$ cat config.mk
export PLATFORM = sky130hd
export DESIGN_NAME = uart_receiver
export DESIGN_NICKNAME = d
export VERILOG_FILES = /design/src/rtl/uart_receiver.sv
export SDC_FILE = /design/constraint.sdc
export NUM_CORES = 1
export LEC_CHECK = 0
export CAP_MARGIN = 20
export CORE_AREA = 2 2 86 55
export CTS_BUF_LIST = sky130_fd_sc_hd__clkbuf_8
export DETAILED_ROUTE_END_ITERATION = 10
export DIE_AREA = 0 0 88 57
export PLACE_DENSITY = 0.83
export SYNTH_ARGS = -nofsm -noshare
export SYNTH_HDL_FRONTEND = slang
export SYNTH_SLANG_ARGS = --single-unit
$ cat constraint.sdc
create_clock -name clk -period 1.8 [get_ports clk]
set_input_delay 0.45 -clock clk [delete_from_list [all_inputs] [get_ports clk]]
set_output_delay 0.45 -clock clk [all_outputs]
set_load 0.01 [all_outputs]
$ cat src/rtl/uart_receiver.sv
// 8N1 UART receiver: 2-flop input synchronizer, mid-bit sampling FSM and a
// hold-until-acknowledged byte output with sticky overrun flag.
//
// state     | meaning
// ----------+---------------------------------------------------------
// IDLE      | line idle, waiting for a low level on rx_s
// START     | half-bit wait, then confirm the start bit is still low
// DATA      | sample 8 data bits at mid-bit, LSB first
// STOP      | sample stop bit at mid-bit
// DELIVER   | one cycle: publish byte, update data_ready / overrun
// WAIT_IDLE | after a framing error, wait for the line to return high
module uart_receiver #(
    parameter int unsigned CLKS_PER_BIT = 434
) (
    input  logic       clk,
    input  logic       reset,
    input  logic       serial_in,
    input  logic       read_ack,
    output logic [7:0] data_received,
    output logic       data_ready,
    output logic       receiving,
    output logic       frame_error,
    output logic       overrun
);

    localparam logic [15:0] HALF_LAST = 16'(CLKS_PER_BIT / 2 - 1);
    localparam logic [15:0] BIT_LAST  = 16'(CLKS_PER_BIT - 1);

    typedef enum logic [2:0] {
        S_IDLE,
        S_START,
        S_DATA,
        S_STOP,
        S_DELIVER,
        S_WAIT_IDLE
    } state_t;

    state_t      state_q, state_d;
    logic [15:0] cnt_q, cnt_d;
    logic [2:0]  idx_q, idx_d;
    logic [7:0]  shift_q, shift_d;
    logic [7:0]  data_q, data_d;
    logic        data_ready_q, data_ready_d;
    logic        frame_error_q, frame_error_d;
    logic        overrun_q, overrun_d;
    logic        rx_meta_q, rx_s_q;

    always_ff @(posedge clk or posedge reset) begin
        if (reset) begin
            rx_meta_q <= 1'b1;
            rx_s_q    <= 1'b1;
        end else begin
            rx_meta_q <= serial_in;
            rx_s_q    <= rx_meta_q;
        end
    end

    always_ff @(posedge clk or posedge reset) begin
        if (reset) begin
            state_q       <= S_IDLE;
            cnt_q         <= '0;
            idx_q         <= '0;
            shift_q       <= '0;
            data_q        <= '0;
            data_ready_q  <= 1'b0;
            frame_error_q <= 1'b0;
            overrun_q     <= 1'b0;
        end else begin
            state_q       <= state_d;
            cnt_q         <= cnt_d;
            idx_q         <= idx_d;
            shift_q       <= shift_d;
            data_q        <= data_d;
            data_ready_q  <= data_ready_d;
            frame_error_q <= frame_error_d;
            overrun_q     <= overrun_d;
        end
    end

    always_comb begin
        state_d       = state_q;
        cnt_d         = cnt_q;
        idx_d         = idx_q;
        shift_d       = shift_q;
        data_d        = data_q;
        data_ready_d  = data_ready_q;
        frame_error_d = 1'b0;
        overrun_d     = overrun_q;

        if (read_ack && data_ready_q) begin
            data_ready_d = 1'b0;
            overrun_d    = 1'b0;
        end

        case (state_q)
            S_IDLE: begin
                if (!rx_s_q) begin
                    state_d = S_START;
                    cnt_d   = '0;
                end
            end
            S_START: begin
                if (cnt_q == HALF_LAST) begin
                    cnt_d = '0;
                    idx_d = '0;
                    state_d = rx_s_q ? S_IDLE : S_DATA;
                end else begin
                    cnt_d = cnt_q + 16'd1;
                end
            end
            S_DATA: begin
                if (cnt_q == BIT_LAST) begin
                    cnt_d          = '0;
                    shift_d[idx_q] = rx_s_q;
                    if (idx_q == 3'd7) begin
                        state_d = S_STOP;
                    end else begin
                        idx_d = idx_q + 3'd1;
                    end
                end else begin
                    cnt_d = cnt_q + 16'd1;
                end
            end
            S_STOP: begin
                if (cnt_q == BIT_LAST) begin
                    cnt_d = '0;
                    if (rx_s_q) begin
                        state_d = S_DELIVER;
                    end else begin
                        frame_error_d = 1'b1;
                        state_d       = S_WAIT_IDLE;
                    end
                end else begin
                    cnt_d = cnt_q + 16'd1;
                end
            end
            S_DELIVER: begin
                // An ack landing this cycle retires the old byte, so it blocks overrun.
                data_d       = shift_q;
                data_ready_d = 1'b1;
                if (data_ready_q && !read_ack) begin
                    overrun_d = 1'b1;
                end
                state_d = S_IDLE;
            end
            S_WAIT_IDLE: begin
                if (rx_s_q) begin
                    state_d = S_IDLE;
                end
            end
            default: state_d = S_IDLE;
        endcase
    end

    assign data_received = data_q;
    assign data_ready    = data_ready_q;
    assign receiving     = (state_q != S_IDLE);
    assign frame_error   = frame_error_q;
    assign overrun       = overrun_q;

endmodule

==> out/results.env <==
CELLLEAKAGEPOWER_nW=1.41
VIOLATIONS='setup timing'
SYNTH_CELLS=220
FINALWIRELENGTH_UM=6250
YOSYSSEQAREASHARE_PCT=47.7
SYNTHARSTFLOPSHARE_PCT=100
HOLD_CLASS='reg -> reg'
LATEST_CLOCK_ARRIVAL_WITHIN_THE_WORST_SKEW_PAIR_NS=0.30
HTREE_NUM_LEVELS=2
LAYOUT.NETS=284
FILLER_CELL_COUNT=270
CONGESTION_OVERFLOW_GR=0
POST_ROUTE_CELLS_DRIVE_ABOVE_1_SHARE_PCT=38.0
POST-ROUTE-MIN-PERIOD_NS=1.93
CAP_VIOLATIONS=0
WL_MET2_UM=2940
FINAL_ANT_VIOL_NETS=0
DRT-MET1-WL_UM=2800
CRIT_PATH_START_KIND='register'
SETUP.WORST_PATH.END_CLASS='register'
DIEWIDTH_UM=88
NUMBER_OF_HOLD_VIOLATIONS_IN_THE_FINAL_REPORT=0
FIN_SKEW_NS=0.00938
YOSYS_REGISTER_BITS=43
FIRST_GLOBAL_VIAS=1911
FINALSETUPVIOLATIONS=28
YS_TOP_CELLS_BY_COUNT='41 x dfrtp_1, 21 x nand2_1, 20 x nor2_1'
TOTALPOWERFINAL_mW=1.90
GRT_MAX_DEGREE=44
STATUS='finished, violations left'
ACHIEVABLE-FREQUENCY_MHz=518
DIE_AREA_UM2=5020
FIN_CRIT_SH_PCT=107
CORE_UM2=4300
DRCVIOLATIONCOUNT=0
START_UTIL_PCT=52.5
DETAIL_ROUTE.VIAS_PER_CELL=5.78
FINAL_CORE_UTILIZATION_PCT=71.9
CTS.PATH.MAX_BUFFERS=2
YOSYS.CELL_TYPES.COUNT=47
YOSYSWARNINGCOUNT=0
CRITICALPATHCATEGORY='reg -> reg'
WORSTMARGINPINSLEW_NS=0.401
POWER-PER-CELL-AREA_nW_PER_UM2=614
CTS_TREE='done'
FP.DIEH_UM=57
DR.FIRST_ITER.DRC_COUNT=168
ROUTED.TOP_LAYER='met4'
CTS_INSERTED_BUFFERS=5
ANTENNA_CELLS=0
AREAGROWTHSYNTHTOFINISH_PCT=36.9
SYNTHESIS.NETS=229
PATH_CLK_SLEW_NS=0.09
RANKING_OF_SYNTHESIZED_CELLS_BY_AREA='dfrtp_1 45%, mux2_1 4.0%, mux2_2 4.0%'
POST_SYNTH_INSTANCE_AREA_UM2=2260
WORST_EP_REQUIRED_TIME_NS=2.00
GPL.FINAL_WEIGHTED_CONGESTION=0.847
SYNTH-EDFF-COUNT=0
CLK_ROOT_BUFFER_CELL='clkbuf_8'
PORT_BUFFERS=15
GROUTE.USAGE.OVERALL_PCT=26.2
MAXSLEWHEADROOM_PCT=73.2
SYNTH.TOP_CELL.AREA_SHARE_PCT=45.4
PLACEMENTROWS=19
GLOBAL_ROUTE_WIRE_LENGTH_BEFORE_REPAIR_UM=9780
REPORT.FINAL.SLEW_VIOL_COUNT=0
VIA_COUNT=1959
SYNTH_FF_TYPE='dfrtp_1'
CRITICAL_PATH_PEAK_FANOUT=5
ANTENNA_VIOLATIONS_BEFORE_REPAIR=0
IO_PINS=16
ROUTE.DETAILED.WL_PER_INST_UM=18.4
POWER.IR.VDD_WORST_V=0.000508
TIMING.CRITICAL_PATH.ARRIVAL_NS=2.13
FIRSTDRTPASSITERS=5
GRT_SETUP_UNREPAIRED='true'
NETLIST.TOP_CELL.BY_AREA='dfrtp_1'
POST-DP-HPWL_UM=3760
LAYOUT_SETUP_WS_NS=-0.132
CLOCK-SINKS=43
YOSYS.CELL_COUNT.TOP_TYPE='dfrtp_1'
MET3_LENGTH_UM=375
SYN_AVG_CELL_AREA_UM2=10.3
==> cells in the final DEF (no fill, tap or decap), drive strengths merged, types with 5 or more instances in the layout <==
master / netlist / layout
nor3: 8 / 8
nor2: 21 / 21
ha: 5 / 5
a22o: 6 / 6
inv: 14 / 14
nand4: 6 / 6
clkbuf: 4 / 5
nand2: 21 / 21
nand3: 5 / 5
mux2: 16 / 16
o21ai: 13 / 13
a21oi: 12 / 12
clkdlybuf4s50: 0 / 14
dfrtp: 41 / 41
buf: 4 / 42
==> logic make-up after synthesis <==
group                      count (synthesis)  synth area share (%)
and+or+nand+nor                           84                  21.7
AOI/OAI and AO/OA                         48                  14.9
DFF                                       43                  47.7
buffers and inverters                     22                  4.04
muxes                                     18                  8.86
adders and majority gates                  5                  2.77
==> sequential cells by signal, summed over array words and instances (netlist names), named ones only <==
register,count
idx_q,3
data_received,8
rx_meta_q,1
shift_q,8
frame_error,1
state_q,3
data_ready,1
rx_s_q,1
cnt_q,16
==> where the power goes <==
group	internal, mW	switching (mW)	total [mW]	leakage [nW]
sequential	0.969	0.00122	0.970	0.572
combinational	0.0126	0.0263	0.0389	0.766
clock	0.549	0.342	0.891	0.0695
==> stage by stage <==
stage / cell area [um2] / hold slack (ns) / setup TNS [ns] / worst slack (ns) / cells
4_1_cts: 2980 / 0.359 / -0.880 / -0.0740 / 336
3_5_place_dp: 2730 / 0.348 / -2.08 / -0.183 / 324
6_report: 3090 / 0.359 / -1.78 / -0.132 / 339
3_3_place_gp: 2730 / 0.346 / -0.472 / -0.0757 / 324
2_1_floorplan: 2260 / 0.345 / 0 / 0.0265 / 220
5_1_grt: 3090 / 0.366 / -3.80 / -0.194 / 339
==> critical path, cell delays in order (launching register included) <==
cell     delay [ns]
dfrtp_1        0.44
nor4_4         0.37
buf_4          0.19
nand4_4        0.12
a22oi_4        0.28
buf_6          0.17
o21ai_2        0.07
a22o_1         0.18
==> worst paths after layout <==
check,to,from,cells after the start,slack [ns]
min reg2reg,rx_s_q$_DFF_PP1_,rx_meta_q$_DFF_PP1_,0,0.36
max reg2reg,cnt_q[6]$_DFFE_PP0P_,cnt_q[2]$_DFFE_PP0P_,7,-0.13
max,cnt_q[6]$_DFFE_PP0P_,cnt_q[2]$_DFFE_PP0P_,7,-0.13
min,rx_s_q$_DFF_PP1_,rx_meta_q$_DFF_PP1_,0,0.36
min in group asynchronous,data_received[3]$_DFFE_PP0P_,reset,3,0.49
max in group asynchronous,rx_meta_q$_DFF_PP1_,reset,3,1.04
==> routing by layer <==
| metal | vias up | global-route usage (%) |
|---|---|---|
| met5 | - | 0 |
| met4 | 0 | 8.13 |
| met3 | 16 | 7.24 |
| met2 | 92 | 38.2 |
| met1 | 947 | 38.5 |
| li1 | 904 | - |
==> cell type report <==
class / instances / area [um2] / area share, %
multi-input cells: 155 / 1250 / 40.5
clock buffers: 5 / 68.8 / 2.22
flip-flops and latches: 43 / 1080 / 34.9
well taps: 63 / 78.8 / 2.55
inverters: 14 / 52.6 / 1.70
clock inverters: 3 / 63.8 / 2.06
repair buffers: 56 / 497 / 16.1
==> repair_timing <==
action	in CTS	in global routing
endpoints found under the setup margin	28	28
gates cloned	0	0
setup buffers	4	3
hold buffers	0	0
gates resized for setup	29	28
pin swaps	13	9
(Power assumes the default switching activity.)
